$ cat config.mk
export PLATFORM = sky130hd
export DESIGN_NAME = phase_timer_flat
export DESIGN_NICKNAME = d
export VERILOG_FILES = /design/src/rtl/wm_pkg.sv /design/src/rtl/phase_timer_if.sv /design/src/rtl/tick_counter.sv /design/src/rtl/phase_timer.sv /design/src/flat_wrapper.sv
export SDC_FILE = /design/constraint.sdc
export NUM_CORES = 1
export LEC_CHECK = 0
export BUFFER_PORTS_ARGS = -buffer_cell sky130_fd_sc_hd__buf_2
export CAP_MARGIN = 25
export CELL_PAD_IN_SITES_DETAIL_PLACEMENT = 1
export CELL_PAD_IN_SITES_GLOBAL_PLACEMENT = 1
export CORE_ASPECT_RATIO = 1.25
export CORE_MARGIN = 1.5
export CORE_UTILIZATION = 42
export CTS_CLUSTER_DIAMETER = 50
export CTS_CLUSTER_SIZE = 10
export DETAILED_ROUTE_END_ITERATION = 10
export MAX_ROUTING_LAYER = met4
export PLACE_DENSITY_LB_ADDON = 0.15
export SYNTH_ARGS = -nofsm -noshare
export SYNTH_HDL_FRONTEND = slang
export SYNTH_SLANG_ARGS = --single-unit
$ cat constraint.sdc
create_clock -name clock -period 3 [get_ports clock]
set_clock_uncertainty 0.05 [all_clocks]
set_input_delay 0 -clock clock [delete_from_list [all_inputs] [get_ports clock]]
set_output_delay 0 -clock clock [all_outputs]
set_load 0.005 [all_outputs]
$ cat src/rtl/wm_pkg.sv
// Shared washing-machine definitions: controller state encoding, phase one-hot indices
// and small helpers reused by the phase controller and its timer.
package wm_pkg;

   typedef enum logic [2:0] {
      StIdle,
      StFill,
      StHeat,
      StRun,
      StDrain,
      StDone,
      StFault
   } state_e;

   localparam int unsigned NumPhases  = 4;
   localparam int unsigned PhaseSoak  = 0;
   localparam int unsigned PhaseWash  = 1;
   localparam int unsigned PhaseRinse = 2;
   localparam int unsigned PhaseSpin  = 3;

   typedef logic [NumPhases-1:0] phase_t;

   // Zero or exactly one request bit set.
   function automatic logic phase_legal(phase_t v);
      return (v & (v - phase_t'(1))) == '0;
   endfunction

   // A zero-length phase still waits for one tick.
   function automatic int unsigned eff_ticks(int unsigned n);
      return (n == 0) ? 1 : n;
   endfunction

endpackage

$ cat src/rtl/phase_timer_if.sv
// Controller-side signal bundle for phase_timer: phase requests, time base and lid in,
// completion pulses, actuator drives and fault out.
interface phase_timer_if;
   logic tick;
   logic soak_Operation;
   logic wash_Operation;
   logic rinse_Operation;
   logic spin_Operation;
   logic lid;
   logic fill_Water;
   logic heat_Water;
   logic wash;
   logic valve_On;
   logic heater_On;
   logic motor_On;
   logic motor_Fast;
   logic drain_On;
   logic fault;

   modport master (
      output tick, soak_Operation, wash_Operation, rinse_Operation, spin_Operation, lid,
      input  fill_Water, heat_Water, wash, valve_On, heater_On, motor_On, motor_Fast,
             drain_On, fault
   );

   modport slave (
      input  tick, soak_Operation, wash_Operation, rinse_Operation, spin_Operation, lid,
      output fill_Water, heat_Water, wash, valve_On, heater_On, motor_On, motor_Fast,
             drain_On, fault
   );
endinterface

$ cat src/rtl/tick_counter.sv
// Saturating tick counter with synchronous clear, freeze and a terminal-count compare
// against the current phase length.
module tick_counter #(
   parameter int unsigned CNT_W = 8
) (
   input  logic             clock,
   input  logic             reset_n,
   input  logic             clear,
   input  logic             enable,
   input  logic             freeze,
   input  logic [CNT_W-1:0] target,
   output logic             done
);

   localparam logic [CNT_W-1:0] CntMax = '1;

   logic [CNT_W-1:0] count_q, count_d;

   always_comb begin
      count_d = count_q;
      if (clear) begin
         count_d = '0;
      end else if (enable && !freeze && (count_q != CntMax)) begin
         count_d = count_q + CNT_W'(1);
      end
   end

   always_ff @(posedge clock or negedge reset_n) begin
      if (!reset_n) begin
         count_q <= '0;
      end else begin
         count_q <= count_d;
      end
   end

   assign done = (count_q >= target);

endmodule

$ cat src/rtl/phase_timer.sv
// Wash-cycle phase sequencer: steps FILL/HEAT/RUN or DRAIN on a tick time base, drives the
// actuators, and drops to IDLE or FAULT when the request vector changes or becomes illegal.
module phase_timer
   import wm_pkg::*;
#(
   parameter int unsigned CNT_W       = 8,
   parameter int unsigned FILL_TICKS  = 20,
   parameter int unsigned HEAT_TICKS  = 30,
   parameter int unsigned SOAK_TICKS  = 60,
   parameter int unsigned WASH_TICKS  = 90,
   parameter int unsigned RINSE_TICKS = 40,
   parameter int unsigned SPIN_TICKS  = 50
) (
   input  logic          clock,
   input  logic          reset_n,
   phase_timer_if.slave  bus
);

   localparam longint unsigned CntMax = (64'd1 << CNT_W) - 64'd1;

   if ((FILL_TICKS > CntMax) || (HEAT_TICKS > CntMax) || (SOAK_TICKS > CntMax) ||
       (WASH_TICKS > CntMax) || (RINSE_TICKS > CntMax) || (SPIN_TICKS > CntMax))
   begin : g_param_check
      $error("phase_timer: a tick parameter exceeds the counter range");
   end

   localparam logic [CNT_W-1:0] FillTgt  = CNT_W'(eff_ticks(FILL_TICKS));
   localparam logic [CNT_W-1:0] HeatTgt  = CNT_W'(eff_ticks(HEAT_TICKS));
   localparam logic [CNT_W-1:0] SoakTgt  = CNT_W'(eff_ticks(SOAK_TICKS));
   localparam logic [CNT_W-1:0] WashTgt  = CNT_W'(eff_ticks(WASH_TICKS));
   localparam logic [CNT_W-1:0] RinseTgt = CNT_W'(eff_ticks(RINSE_TICKS));
   localparam logic [CNT_W-1:0] SpinTgt  = CNT_W'(eff_ticks(SPIN_TICKS));

   state_e           state_q, state_d;
   phase_t           phase_q, phase_d;
   phase_t           vec;
   logic             fill_p, heat_p;
   logic [CNT_W-1:0] target;
   logic             tc_done, freeze, clear;

   always_comb begin
      vec             = '0;
      vec[PhaseSoak]  = bus.soak_Operation;
      vec[PhaseWash]  = bus.wash_Operation;
      vec[PhaseRinse] = bus.rinse_Operation;
      vec[PhaseSpin]  = bus.spin_Operation;
   end

   always_comb begin
      target = '1;
      case (state_q)
         StFill:  target = FillTgt;
         StHeat:  target = HeatTgt;
         StRun: begin
            if (phase_q[PhaseSoak])      target = SoakTgt;
            else if (phase_q[PhaseWash]) target = WashTgt;
            else                         target = RinseTgt;
         end
         StDrain: target = SpinTgt;
         default: target = '1;
      endcase
   end

   // Illegal requests win over everything; any other change of request aborts a running cycle.
   always_comb begin
      state_d = state_q;
      phase_d = phase_q;
      fill_p  = 1'b0;
      heat_p  = 1'b0;
      if ((state_q != StFault) && !phase_legal(vec)) begin
         state_d = StFault;
      end else begin
         unique case (state_q)
            StIdle: begin
               if (vec != '0) begin
                  phase_d = vec;
                  state_d = vec[PhaseSpin] ? StDrain : StFill;
               end
            end
            StFill: begin
               if (vec != phase_q) begin
                  state_d = StIdle;
               end else if (tc_done) begin
                  fill_p  = 1'b1;
                  state_d = phase_q[PhaseRinse] ? StRun : StHeat;
               end
            end
            StHeat: begin
               if (vec != phase_q) begin
                  state_d = StIdle;
               end else if (tc_done) begin
                  heat_p  = 1'b1;
                  state_d = StRun;
               end
            end
            StRun, StDrain: begin
               if (vec != phase_q)  state_d = StIdle;
               else if (tc_done)    state_d = StDone;
            end
            StDone: begin
               if (vec != phase_q) state_d = StIdle;
            end
            StFault: begin
               if (vec == '0) state_d = StIdle;
            end
            default: state_d = StIdle;
         endcase
      end
      if (state_d == StIdle) phase_d = '0;
   end

   assign clear  = (state_d != state_q);
   assign freeze = bus.lid && ((state_q == StRun) || (state_q == StDrain));

   tick_counter #(
      .CNT_W (CNT_W)
   ) u_tick_counter (
      .clock   (clock),
      .reset_n (reset_n),
      .clear   (clear),
      .enable  (bus.tick),
      .freeze  (freeze),
      .target  (target),
      .done    (tc_done)
   );

   always_ff @(posedge clock or negedge reset_n) begin
      if (!reset_n) begin
         state_q        <= StIdle;
         phase_q        <= '0;
         bus.fill_Water <= 1'b0;
         bus.heat_Water <= 1'b0;
         bus.wash       <= 1'b0;
         bus.valve_On   <= 1'b0;
         bus.heater_On  <= 1'b0;
         bus.motor_On   <= 1'b0;
         bus.motor_Fast <= 1'b0;
         bus.drain_On   <= 1'b0;
         bus.fault      <= 1'b0;
      end else begin
         state_q        <= state_d;
         phase_q        <= phase_d;
         bus.fill_Water <= fill_p;
         bus.heat_Water <= heat_p;
         bus.wash       <= (state_d == StDone) && (state_q != StDone);
         bus.valve_On   <= (state_d == StFill);
         bus.heater_On  <= (state_d == StHeat);
         bus.motor_On   <= ((state_d == StRun) || (state_d == StDrain)) && !bus.lid;
         bus.motor_Fast <= (state_d == StDrain) && !bus.lid;
         bus.drain_On   <= (state_d == StDrain);
         bus.fault      <= (state_d == StFault);
      end
   end

endmodule

$ cat src/flat_wrapper.sv
// flat-port wrapper written by rule: the top's interface ports become plain ports
module phase_timer_flat import wm_pkg::*;
#(
   parameter int unsigned CNT_W       = 8,
   parameter int unsigned FILL_TICKS  = 20,
   parameter int unsigned HEAT_TICKS  = 30,
   parameter int unsigned SOAK_TICKS  = 60,
   parameter int unsigned WASH_TICKS  = 90,
   parameter int unsigned RINSE_TICKS = 40,
   parameter int unsigned SPIN_TICKS  = 50
)
  (clock, reset_n, bus_tick, bus_soak_Operation, bus_wash_Operation, bus_rinse_Operation, bus_spin_Operation, bus_lid, bus_fill_Water, bus_heat_Water, bus_wash, bus_valve_On, bus_heater_On, bus_motor_On, bus_motor_Fast, bus_drain_On, bus_fault);
  phase_timer_if bus_i ();
  input  logic clock;
  input  logic reset_n;
  input wire logic [$bits(bus_i.tick)-1:0] bus_tick;
  input wire logic [$bits(bus_i.soak_Operation)-1:0] bus_soak_Operation;
  input wire logic [$bits(bus_i.wash_Operation)-1:0] bus_wash_Operation;
  input wire logic [$bits(bus_i.rinse_Operation)-1:0] bus_rinse_Operation;
  input wire logic [$bits(bus_i.spin_Operation)-1:0] bus_spin_Operation;
  input wire logic [$bits(bus_i.lid)-1:0] bus_lid;
  output wire logic [$bits(bus_i.fill_Water)-1:0] bus_fill_Water;
  output wire logic [$bits(bus_i.heat_Water)-1:0] bus_heat_Water;
  output wire logic [$bits(bus_i.wash)-1:0] bus_wash;
  output wire logic [$bits(bus_i.valve_On)-1:0] bus_valve_On;
  output wire logic [$bits(bus_i.heater_On)-1:0] bus_heater_On;
  output wire logic [$bits(bus_i.motor_On)-1:0] bus_motor_On;
  output wire logic [$bits(bus_i.motor_Fast)-1:0] bus_motor_Fast;
  output wire logic [$bits(bus_i.drain_On)-1:0] bus_drain_On;
  output wire logic [$bits(bus_i.fault)-1:0] bus_fault;
  assign bus_i.tick = bus_tick;
  assign bus_i.soak_Operation = bus_soak_Operation;
  assign bus_i.wash_Operation = bus_wash_Operation;
  assign bus_i.rinse_Operation = bus_rinse_Operation;
  assign bus_i.spin_Operation = bus_spin_Operation;
  assign bus_i.lid = bus_lid;
  assign bus_fill_Water = bus_i.fill_Water;
  assign bus_heat_Water = bus_i.heat_Water;
  assign bus_wash = bus_i.wash;
  assign bus_valve_On = bus_i.valve_On;
  assign bus_heater_On = bus_i.heater_On;
  assign bus_motor_On = bus_i.motor_On;
  assign bus_motor_Fast = bus_i.motor_Fast;
  assign bus_drain_On = bus_i.drain_On;
  assign bus_fault = bus_i.fault;
  phase_timer #(.CNT_W(CNT_W), .FILL_TICKS(FILL_TICKS), .HEAT_TICKS(HEAT_TICKS), .SOAK_TICKS(SOAK_TICKS), .WASH_TICKS(WASH_TICKS), .RINSE_TICKS(RINSE_TICKS), .SPIN_TICKS(SPIN_TICKS)) u_core (.clock(clock), .reset_n(reset_n), .bus(bus_i));
endmodule
# ---- Yosys cells after proc, flatten, opt, wreduce, memory -nomap -nowiden
# Index checks and enable logic that the tools add are counted.
# Widths: inputs -> output; s select.
dict set report classes {
  reduce_logical 22
  n_bitwise 1
  addsub 2
  mux 28
  eq_ne 18
  order_cmp 1
}
# cell count
set op_table {}
lappend op_table {{$mux 3} 11}
lappend op_table {{$pmux 8 s4} 1}
lappend op_table {{$mux 8} 3}
lappend op_table {{$eq 3x3->1 const B} 6}
lappend op_table {{$pmux 3 s6} 1}
lappend op_table {{$mux 4} 4}
lappend op_table {{$eq 3x2->1 const B} 4}
lappend op_table {{$add 8x1->8 const B} 1}
lappend op_table {{$ge 8x8->1} 1}
lappend op_table {{$logic_not 4->1} 2}
lappend op_table {{$ne 8x8->1 const B} 1}
lappend op_table {{$logic_and 1x1->1} 7}
lappend op_table {{$mux 1} 7}
lappend op_table {{$mux 7} 1}
lappend op_table {{$eq 3x1->1 const B} 2}
lappend op_table {{$logic_not 3->1} 2}
lappend op_table {{$ne 3x3->1 const B} 2}
lappend op_table {{$reduce_bool 2->1} 3}
lappend op_table {{$and 4x4->4} 1}
lappend op_table {{$ne 4x4->1} 1}
lappend op_table {{$reduce_bool 4->1} 1}
lappend op_table {{$sub 4x1->4 const B} 1}
lappend op_table {{$logic_not 1->1} 3}
lappend op_table {{$ne 3x3->1} 1}
lappend op_table {{4 further kinds} 5}
dict set report totals {
  input_bits 8
  regBits 24
}

# ---- Depth between registers and ports, before layout
# Gate-level depths: netlist of the first run.
dict set report depth {
  depth_word 11
  ltp_mapped 13
  mapped_depth_nobuf 12
}

# ---- Modules after synthesis
# Synthesis of the first run repeated with hierarchy kept, for this count alone.
dict set report hier_totals {
  hier_cells 185
  hier_area_um2 1712.9
}
# module area_per_inst_um2 cells_each n_inst seq_area_each_um2
set modules_own_cells {}
lappend modules_own_cells {phase_timer 1067.3 117 1 400.4}
lappend modules_own_cells {tick_counter 645.6 68 1 200.2}

# ---- Worst setup path after synthesis of the first run
# No wires, ideal clock.
dict set report synth_timing {
  path_kind {flip-flop to flip-flop}
  start {register u_core.state_q[1]}
  end {register u_core.bus.motor_On}
  arrival_ns 2.628
  slack_ns 0.200
  path_buffers 1
  setup_time_ns 0.122
  path_stages_with_launch 12
  required_ns 2.828
  period_less_slack_ns 2.800
  cell_sequence {dfrtp_1 -> buf_6 -> nor2_2 -> xnor2_1 -> inv_1 -> ha_1 -> nand2b_4 -> a2111oi_4 -> nor4_1 -> o31ai_2 -> and4bb_4 -> a32o_1}
}
dict set report synth_via {
  elab_chain_cells 10
  elab_cells_between_ends 27
}
# item line
set synth_lines {}
lappend synth_lines {{start, declared} phase_timer.sv:34} ;# state_e state_q, state_d;
lappend synth_lines {{start signal, assigned} phase_timer.sv:129} ;# state_q <= StIdle;
lappend synth_lines {{start signal, assigned} phase_timer.sv:141} ;# state_q <= state_d;
lappend synth_lines {{$eq 3x3->1, or another cell as far along} {phase_timer.sv:51, phase_timer.sv:73}}
lappend synth_lines {{$pmux 8 s4} phase_timer.sv:51} ;# case (state_q)
lappend synth_lines {{$ge 8x8->1} tick_counter.sv:36} ;# assign done = (count_q >= target);
lappend synth_lines {{$mux 3 (on tied branches)} {phase_timer.sv:98, phase_timer.sv:83, phase_timer.sv:91}}
lappend synth_lines {{$mux 3 (on tied branches)} {phase_timer.sv:97, phase_timer.sv:81, phase_timer.sv:89}}
lappend synth_lines {{$pmux 3 s6} phase_timer.sv:73} ;# unique case (state_q)
lappend synth_lines {{$mux 3 *} phase_timer.sv:70} ;# if ((state_q != StFault) && !phase_legal(vec)) begin
lappend synth_lines {{$eq 3x2->1 / $eq 3x3->1 (equally long branches)} phase_timer.sv:148} ;# bus.motor_On <= ((state_d == StRun) || (state_d == StDrain)) && !bus.lid;
lappend synth_lines {{$logic_or 1x1->1 *} phase_timer.sv:148}
lappend synth_lines {{$logic_and 1x1->1 *} phase_timer.sv:148}
lappend synth_lines {{end signal, assigned} phase_timer.sv:148}
lappend synth_lines {{end, declared} phase_timer_if.sv:28} ;# output fill_Water, heat_Water, wash, valve_On, heater_On, motor_On, motor_Fast,
# Every way passes the cells marked *; elsewhere a longest branch is shown, timed or not.
# A chain may end at the register's enable or synchronous reset.

# ---- Worst setup path in the final report of the first run
dict set report layout_timing {
  start {register u_core.state_q[0]}
  end {register u_core.u_tick_counter.count_q[2]}
}
dict set report layout_via {
  elab_chain_cells 9
  elab_cells_between_ends 31
}
# item line
set layout_lines {}
lappend layout_lines {{$eq 3x3->1, or another cell as far along} {phase_timer.sv:51, phase_timer.sv:73, phase_timer.sv:113}}
lappend layout_lines {{$pmux 8 s4} phase_timer.sv:51}
lappend layout_lines {{$ge 8x8->1} tick_counter.sv:36}
lappend layout_lines {{$mux 3 (on tied branches)} {phase_timer.sv:98, phase_timer.sv:83, phase_timer.sv:91}}
lappend layout_lines {{$mux 3 (on tied branches)} {phase_timer.sv:97, phase_timer.sv:81, phase_timer.sv:89}}
lappend layout_lines {{$pmux 3 s6} phase_timer.sv:73}
lappend layout_lines {{$mux 3} phase_timer.sv:70}
lappend layout_lines {{$ne 3x3->1} phase_timer.sv:112} ;# assign clear = (state_d != state_q);
lappend layout_lines {{$mux 8 / $reduce_bool 2->1 (equally long branches)} n/a}
lappend layout_lines {{end signal, assigned} tick_counter.sv:32} ;# count_q <= count_d;
lappend layout_lines {{end, declared} tick_counter.sv:17} ;# logic [CNT_W-1:0] count_q, count_d;
# Parallel ways exist; a longest one is shown, timed or not.

==> results of run 1 <==
[kinds of logic (layout without fill, tap and decap cells)]
| family | count (synthesis) | after routing |
|---|---|---|
| AND/OR/NAND/NOR | 72 | 72 |
| adder cells (fa/ha/maj) | 10 | 10 |
| AO/OA/AOI/OAI | 47 | 47 |
| buffers and inverters | 16 | 41 |
| flip-flops | 24 | 24 |
| multiplexers | 6 | 6 |
| XOR/XNOR | 12 | 12 |
[power by group through the flow]
| stage | Combinational (mW) | Sequential (mW) | Clock [mW] |
|---|---|---|---|
| 2_1_floorplan | 0.716 | 0.442 | 0 |
| 3_3_place_gp | 0.949 | 0.448 | 0 |
| 3_5_place_dp | 0.982 | 0.455 | 0 |
| 4_1_cts | 0.997 | 0.450 | 0.299 |
| 5_1_grt | 1.22 | 0.466 | 0.310 |
| 6_report | 1.12 | 0.460 | 0.292 |
[routing by layer]
layer / share of wire, % / vias to the layer above
li1: - / 768
met1: 40 / 833
met2: 56 / 25
met3: 1.7 / 11
met4: 2.4 / 0
met5: 0 / -
[registers in the layout (all words and copies together) (netlist names)]
name                           cells
u_core.bus.drain_On                1
u_core.bus.fault                   1
u_core.bus.fill_Water              1
u_core.bus.heat_Water              1
u_core.bus.heater_On               1
u_core.bus.motor_Fast              1
u_core.bus.motor_On                1
u_core.bus.valve_On                1
u_core.bus.wash                    1
u_core.phase_q                     4
u_core.state_q                     3
u_core.u_tick_counter.count_q      8
[worst max-delay path, cell delays in order (launching register included)]
cell and delay [ps]:
dfrtp_2 470, buf_4 160, inv_1 170, nand2_1 100, a21oi_1 220, ha_1 270
o21a_1 130, nor2_1 260, nor4_2 100, o211ai_1 320, nand3_4 250, nor4_2 310
[worst paths after layout]
kind / startpoint / to / slack, ps / depth (start not counted)
min in group asynchronous: reset_n / u_core.u_tick_counter.count_q[6] / 200 / 2
max reg2reg: u_core.state_q[0] / u_core.u_tick_counter.count_q[2] / 100 / 11
min: bus_wash_Operation / u_core.phase_q[1] / 40 / 3
min reg2reg: u_core.phase_q[3] / u_core.phase_q[3] / 580 / 2
max in group asynchronous: reset_n / u_core.state_q[0] / 2300 / 2
max: u_core.state_q[0] / u_core.u_tick_counter.count_q[2] / 100 / 11
[final cells by class]
type / count / area, µm² / area share, %
Clock buffer: 3 / 41.3 / 1.87
Clock inverter: 1 / 30.0 / 1.36
Inverter: 7 / 26.3 / 1.19
Multi-Input combinational cell: 147 / 1250 / 56.5
Sequential cell: 24 / 604 / 27.3
Tap cell: 56 / 70.1 / 3.17
Timing Repair Buffer: 30 / 190 / 8.61
[cells in the final DEF (no fill, tap or decap), drive strengths merged, types with 4 or more instances in the layout]
master  instances
nand3           7
o21ai           8
inv             7
ha              9
nor2            6
a21oi          13
xnor2          12
nand4           4
mux2i           6
nand2          11
buf            28
nor4           15
nor3           10
o211ai          7
dfrtp          24
[timing repair]
action	in CTS	in global routing
hold endpoints to repair	25	0
pin swaps	0	9
resized for setup	1	24
hold buffers	2	0
cloned	0	0
buffers inserted	0	4
setup endpoints to repair	1	19
==> results.yml, run 1 <==
worst_setup_path:
  end_kind: "flop"
  crit_fanout: 8
  worst_ep_required_time_ps: 3120
  crit_type: "reg -> reg"
  worst_setup_path_start_kind: "flop"
  arrival_ps: 3030
floorplan:
  die-area_um2: 4750
  start_util_pct: 44.1
  die_height_um: 76.7
  row_count: 26
  die_w_um: 61.9
  io_pins: 17
  coreArea_um2: 4130
cells_and_area:
  layoutNonFillerInstCount: 268
  drive_above_1_share_pct: 34.4
  finalNetCount: 230
  fill_cells: 475
  syn2layout_area_growth_pct: 21.2
  final_design_area_no_fill_um2: 2210
  antenna_cells: 0
  fin_util_pct: 53.5
synth:
  syn-num-nets: 204
  ys.warnings.count: 0
  yosys.cell_count.top_type: "dfrtp_1"
  ys_top_cells_by_area: "dfrtp_1 33%, ha_1 6.2%, nor4_1 4.8%"
  yosysTopAreaCell: "dfrtp_1"
  synth-seq-area-share_pct: 32.9
  synth-simple-area-share_pct: 24.4
  ys_ff_latch: 24
  synth_compound_area_share_pct: 20.7
  synth_xor_area_share_pct: 6.59
  postSynth.asyncResetShare_pct: 100
  synth_top_family_by_area: "simple AND/OR/NAND/NOR gates"
  avgSynthCellArea_um2: 9.75
  synth_edf_count: 0
  ys_types: 58
  synth_top_area_share_pct: 32.9
  ys.flop_type: "dfrtp_1"
  syn_area_um2: 1820
  synth_mux_area_share_pct: 3.29
  synthTopCellsByCount: "24 x dfrtp_1, 14 x nor4_1, 11 x a21oi_1, 11 x nand2_1"
  netlist_instances: 187
  synthAdderAreaFrac_pct: 6.79
cts:
  cts_tree: "done"
  cts_buffers: 3
  cts.htree.levels: 1
  path_clk_slew_ps: 90
  cts_sinks: 24
  cts_root_buf: "clkbuf_8"
  cts_buffer_depth: 2
  clock_latency_ps: 270
power:
  power_frac_seq_pct: 24.5
  fin_total_pwr_mw: 1.87
  switching_share_pct: 46.7
  p_int_mw: 0.999
  peakVddDrop_v: 0.000318
  power.density_nw_per_um2: 848
  combPwrFrac_pct: 59.9
  p_sw_mw: 0.874
  p_leak_nw: 0.921
  clockPowerShare_pct: 15.6
run_status:
  status: "completed"
sta:
  slew_violations: 0
  period_share_pct: 96.8
  max_freq_ghz: 0.344
  setup_tns_ps: 0
  fin_ws_ps: 96.0
  tightest_slew_ps: 564
  setup-violations-final: 0
  hold_slack_ps: 39.8
  finalHoldViolations: 0
  relSlewSlack_pct: 62.4
  min_period_ps: 2900
global_routing:
  grt_usage_pct: 25.1
  gr-usage-met1_pct: 28.6
  grt.overflow.total: 0
  grt_pass1_wl_um: 8560
  antenna_found_initial: 0
  grt.busiest_layer: "met2"
  grt_use_met2_pct: 44.4
  grt_pass1_vias: 1684
  met3_usage_pct: 2.53
  grt_max_degree: 25
route:
  firstDrtPassIters: 4
  viasPerCell: 6.11
  drc_errors: 0
  drt_iter0_markers: 48
  drtAntennaViolNets: 0
  wire_per_inst_um: 20.5
  wirelength_um: 5490
  vias: 1637
placement:
  hpwl_um: 4040
  gp_congestion: 0.882
  place_area_um2: 1970
  place_ws_ps: 10.4
  dpl.cell_count: 259
  portBuffers: 16
hold_path:
  hp-class: "in -> reg"
run:
  timing.max_cap.violations: 0
(Power assumes the default switching activity.)
==> run 2, diff against run 1 <==
Settings changed: CORE_UTILIZATION 42 to 46, RECOVER_POWER set to 100.
Clock period 3 ns to 2.7 ns, I/O delays scaled along.
==> results.yml, run 2 (synthesized netlist as in run 1, its figures left out) <==
route:
  viasPerCell: 6.46
  vias: 1887
  firstDrtPassIters: 4
  drtAntennaViolNets: 0
  drc_errors: 0
  wirelength_um: 7590
  drt_iter0_markers: 96
  wire_per_inst_um: 26.0
floorplan:
  die_w_um: 59.3
  die-area_um2: 4350
  coreArea_um2: 3780
  row_count: 25
  io_pins: 17
  die_height_um: 73.4
  start_util_pct: 48.2
worst_setup_path:
  slowest_delay_ps: 430
  arrival_ps: 3160
  slowest_stage: "dfrtp_1"
  path_cells: "buf_6, nor2_4, buf_4, nand2_1, o21ai_2, ha_2, o21a_1, nor2_2, nor4_4, o211ai_1, nand3_4, buf_12, buf_4, nor4_2"
  cpMostUsedCell: "buf_4"
  worst_ep_required_time_ps: 2830
  crit_type: "reg -> reg"
  worst_setup_path_start_kind: "flop"
  path_buf_inv: 4
  end_kind: "flop"
  crit_fanout: 6
  crit_family: "simple AND/OR/NAND/NOR gates"
placement:
  gp_congestion: 0.891
  place_area_um2: 2060
  portBuffers: 16
  hpwl_um: 4230
cts:
  cts_root_buf: "clkbuf_8"
  cts.htree.levels: 1
  cts_sinks: 24
  cts_buffers: 3
  path_clk_slew_ps: 90
  cts_buffer_depth: 2
  clock_latency_ps: 270
  cts_tree: "done"
cells_and_area:
  final_design_area_no_fill_um2: 2660
  antenna_cells: 0
  drive_above_1_share_pct: 49.6
  seq_area_um2: 602
  syn2layout_area_growth_pct: 45.7
  largest_reg_flops: 8
  most-common-layout-cells: "30 x buf_4, 23 x dfrtp_1, 10 x nand2_1"
  final_common_cell: "buf_4"
  finalNetCount: 256
  largest_registers: "u_core.u_tick_counter.count_q: 8 flops, u_core.phase_q: 4 flops, u_core.state_q: 3 flops"
  fin_util_pct: 70.2
  largest-register: "u_core.u_tick_counter.count_q"
  fill_cells: 396
  multi_input_area_um2: 1460
power:
  power.density_nw_per_um2: 997
  p_leak_nw: 1.07
  fin_total_pwr_mw: 2.65
  peakVddDrop_v: 0.000527
run_status:
  status: "complete, but fails checks"
  violations: "setup timing"
sta:
  setup-violations-final: 22
  setup_tns_ps: -5100
  min_period_ps: 3030
  fin_ws_ps: -329
  tightest_slew_ps: 1310
  period_share_pct: 112
  slew_violations: 0
  max_freq_ghz: 0.330
  rsz0062_at_grt: "yes"
  finalHoldViolations: 0
  relSlewSlack_pct: 12.6
run:
  timing.max_cap.violations: 0
global_routing:
  antenna_found_initial: 0
  grt.overflow.total: 0
  grt_pass1_vias: 1887
  grt_usage_pct: 31.3
  grt_max_degree: 25
  grt_pass1_wl_um: 9560
hold_path:
  hp-class: "in -> reg"
[run 2: cell types whose count changed in the layout (fill, tap and decap cells not counted), moves of 3 or more]
cell and change:
buf_12 +3, a21oi_1 -3, buf_6 +6, nor4_4 +3, clkbuf_1 +8, buf_2 -8
ha_1 -4, nor4_1 -3, buf_4 +18, a21oi_2 +3
[run 2: layout make-up]
| type | instances | share of cell area [%] |
|---|---|---|
| repair buffers | 56 | 16.3 |
| well taps | 54 | 2.54 |
| flip-flops and latches | 24 | 22.7 |
| clock buffers | 3 | 1.55 |
| multi-input cells | 147 | 54.8 |
| inverters | 7 | 0.989 |
| clock inverters | 1 | 1.13 |
[run 2: worst paths after layout]
| check | startpoint | end | slack, ps | cells after the start |
|---|---|---|---|---|
| max | u_core.state_q[0] | u_core.u_tick_counter.count_q[2] | -330 | 14 |
| min | bus_lid | u_core.bus.motor_Fast | 20 | 3 |
| max reg2reg | u_core.state_q[0] | u_core.u_tick_counter.count_q[2] | -330 | 14 |
| min reg2reg | u_core.phase_q[3] | u_core.phase_q[3] | 660 | 2 |
| max in group asynchronous | reset_n | u_core.state_q[2] | 1250 | 2 |
| min in group asynchronous | reset_n | u_core.u_tick_counter.count_q[7] | 480 | 2 |
[run 2: power breakdown]
part / total [mW] / switching, mW / internal [mW]
logic: 1.81 / 1.05 / 0.763
clock network: 0.326 / 0.127 / 0.199
registers: 0.513 / 0.0803 / 0.433
[run 2: timing repair]
action / 4_1_cts / 5_1_grt
hold buffers: 1 / 0
setup buffers: 8 / 13
gates resized for setup: 32 / 33
endpoints found under the hold margin: 24 / 0
pin swaps: 21 / 21
endpoints found under the setup margin: 21 / 22
[run 2: routing by layer]
layer,wire [µm],part of all wire [%],GRT usage (%),vias up
met5,0,0,-,-
met2,4210,55,57.8,81
li1,-,-,-,822
met1,2590,34,30.9,940
met4,514,6.8,18.2,0
met3,274,3.6,3.17,44
[run 2: tightest hold or removal path, cell delays in order]
cell	delay [ps]
buf_2	110
a221oi_2	50
and2_4	150
[run 2: per-stage QoR]
stage	std cells	hold slack [ps]	setup slack, ps
final	292	17.0	-329
after global routing	292	5.11	-460
after CTS	281	29.2	-114
after detailed placement	269	-38.6	-263
after global placement	269	-47.4	-121
after floorplan	187	-346	-4.50
==> run 3, diff against run 2 <==
Settings changed: CORE_UTILIZATION 46 to 50.
Clock period 2.7 ns to 3.8 ns, I/O delays scaled along.
==> results.yml, run 3 (synthesized netlist as in run 1, its figures left out) <==
global_routing:
  grt_usage_pct: 28.5
  grt.overflow.total: 0
  grt_pass1_vias: 1731
  antenna_found_initial: 0
  grt_pass1_wl_um: 8580
  grt_max_degree: 25
power:
  switching_share_pct: 45.0
  p_sw_mw: 0.592
  power.density_nw_per_um2: 666
  peakVddDrop_v: 0.000400
  p_int_mw: 0.723
  p_leak_nw: 0.835
  combPwrFrac_pct: 55.1
  power_frac_seq_pct: 27.8
  clockPowerShare_pct: 17.1
cts:
  cts_buffer_depth: 2
  cts_sinks: 24
  cts.htree.levels: 1
  cts_root_buf: "clkbuf_8"
  path_clk_slew_ps: 90
  ctsResizeCount: 0
  cts_buffers: 3
  cts_tree: "done"
  clock_latency_ps: 270
run_status:
  status: "completed"
floorplan:
  die_w_um: 57.0
  io_pins: 17
  row_count: 24
  die_height_um: 70.5
  die-area_um2: 4020
  start_util_pct: 52.3
  coreArea_um2: 3480
cells_and_area:
  antenna_cells: 0
  fill_cells: 417
  final_common_cell: "dfrtp_1"
  most-common-layout-cells: "24 x dfrtp_1, 14 x nor4_1, 11 x nand2_1, 11 x a21oi_1"
  syn2layout_area_growth_pct: 8.24
  final_design_area_no_fill_um2: 1970
  largest_registers: "u_core.u_tick_counter.count_q: 8 flops, u_core.phase_q: 4 flops, u_core.state_q: 3 flops"
  largest-register: "u_core.u_tick_counter.count_q"
  drive_above_1_share_pct: 18.8
  largest_reg_flops: 8
  finalNetCount: 220
placement:
  portBuffers: 16
  place_area_um2: 1910
  gp_congestion: 0.909
  hpwl_um: 4050
worst_setup_path:
  crit_family: "simple AND/OR/NAND/NOR gates"
  crit_fanout: 7
  crit_type: "reg -> reg"
  slowest_stage: "dfrtp_1"
  path_buf_inv: 1
  path_cells: "nor2_1, xnor2_1, inv_1, ha_1, nand2b_4, a2111oi_4, nor4_1, o31ai_2, and4bb_4, a32o_1"
  slowest_delay_ps: 470
  end_kind: "flop"
  worst_ep_required_time_ps: 3900
  worst_setup_path_start_kind: "flop"
  arrival_ps: 3440
  regToRegSetupSlack_ps: 460
sta:
  setup-violations-final: 0
  setup_tns_ps: 0
  finalHoldViolations: 0
  rsz0062_at_grt: "no"
  relSlewSlack_pct: 11.3
  tightest_slew_ps: 1330
  slew_violations: 0
  max_freq_ghz: 0.300
  min_period_ps: 3340
  period_share_pct: 87.8
route:
  wire_per_inst_um: 21.2
  vias: 1609
  drc_errors: 0
  drtAntennaViolNets: 0
  drt_iter0_markers: 83
  wirelength_um: 5100
  viasPerCell: 6.68
  firstDrtPassIters: 4
hold_path:
  hp-class: "in -> reg"
run:
  timing.max_cap.violations: 0
==> run 3: changes by cell type in the layout (fill, tap and decap cells not counted), sizes merged <==
cell | previous run | this run
clkbuf | 11 | 10
buf | 47 | 12
==> run 3: metrics by stage <==
step                setup slack [ps]  power, mW  instances  util [%]  hold slack (ps)
floorplan                       1000      0.914        187         -             -346
global placement                 703       1.06        236      54.7            -48.8
detailed placement               631       1.09        236      54.7            -30.8
CTS                              607       1.32        241      57.0             9.32
global route                     207       1.40        241      56.6             33.0
finish                           463       1.31        241      56.6             8.81
==> run 3: worst paths after layout <==
kind,startpoint,to,cells after the start
max,u_core.state_q[1],u_core.bus.motor_On,10
min reg2reg,u_core.u_tick_counter.count_q[5],u_core.u_tick_counter.count_q[5],2
min,bus_lid,u_core.bus.motor_Fast,3
max reg2reg,u_core.state_q[1],u_core.bus.motor_On,10
min in group asynchronous,reset_n,u_core.u_tick_counter.count_q[5],2
max in group asynchronous,reset_n,u_core.bus.motor_On,2
==> run 3: repair_timing <==
| item | 4_1_cts | 5_1_grt |
|---|---|---|
| buffers inserted | 0 | 0 |
| endpoints found under the hold margin | 24 | 0 |
| hold buffers | 1 | 0 |
==> run 3: area by class of cell <==
cell class / count / area [µm²] / share of cell area, %
timing repair buffer: 20 / 101 / 5.14
clock buffer: 3 / 41.3 / 2.09
multi-input combinational: 147 / 1120 / 57.0
tap: 39 / 48.8 / 2.47
sequential: 24 / 601 / 30.4
clock inverter: 1 / 30.0 / 1.52
inverter: 7 / 26.3 / 1.33
==> run 3: power groups by stage <==
stage,clock network (mW),logic (mW),registers [mW]
2_1_floorplan,0,0.566,0.349
3_3_place_gp,0,0.693,0.369
3_5_place_dp,0,0.722,0.370
4_1_cts,0.228,0.727,0.365
5_1_grt,0.235,0.791,0.372
6_report,0.225,0.724,0.365
==> run 3: per-layer routing <==
| layer | global-route usage (%) | part of all wire [%] | vias up |
|---|---|---|---|
| met2 | 54.4 | 58 | 31 |
| met4 | 10.3 | 3.1 | 0 |
| met3 | 2.41 | 2.0 | 15 |
| met5 | - | 0 | - |
| met1 | 29.4 | 37 | 822 |
| li1 | - | - | 741 |
==> run 3: tightest hold or removal path, delay by kind of cell <==
family | cells | cell delay, ps
simple gates | 1 | 150
buf+inv | 1 | 90
compound gates | 1 | 50
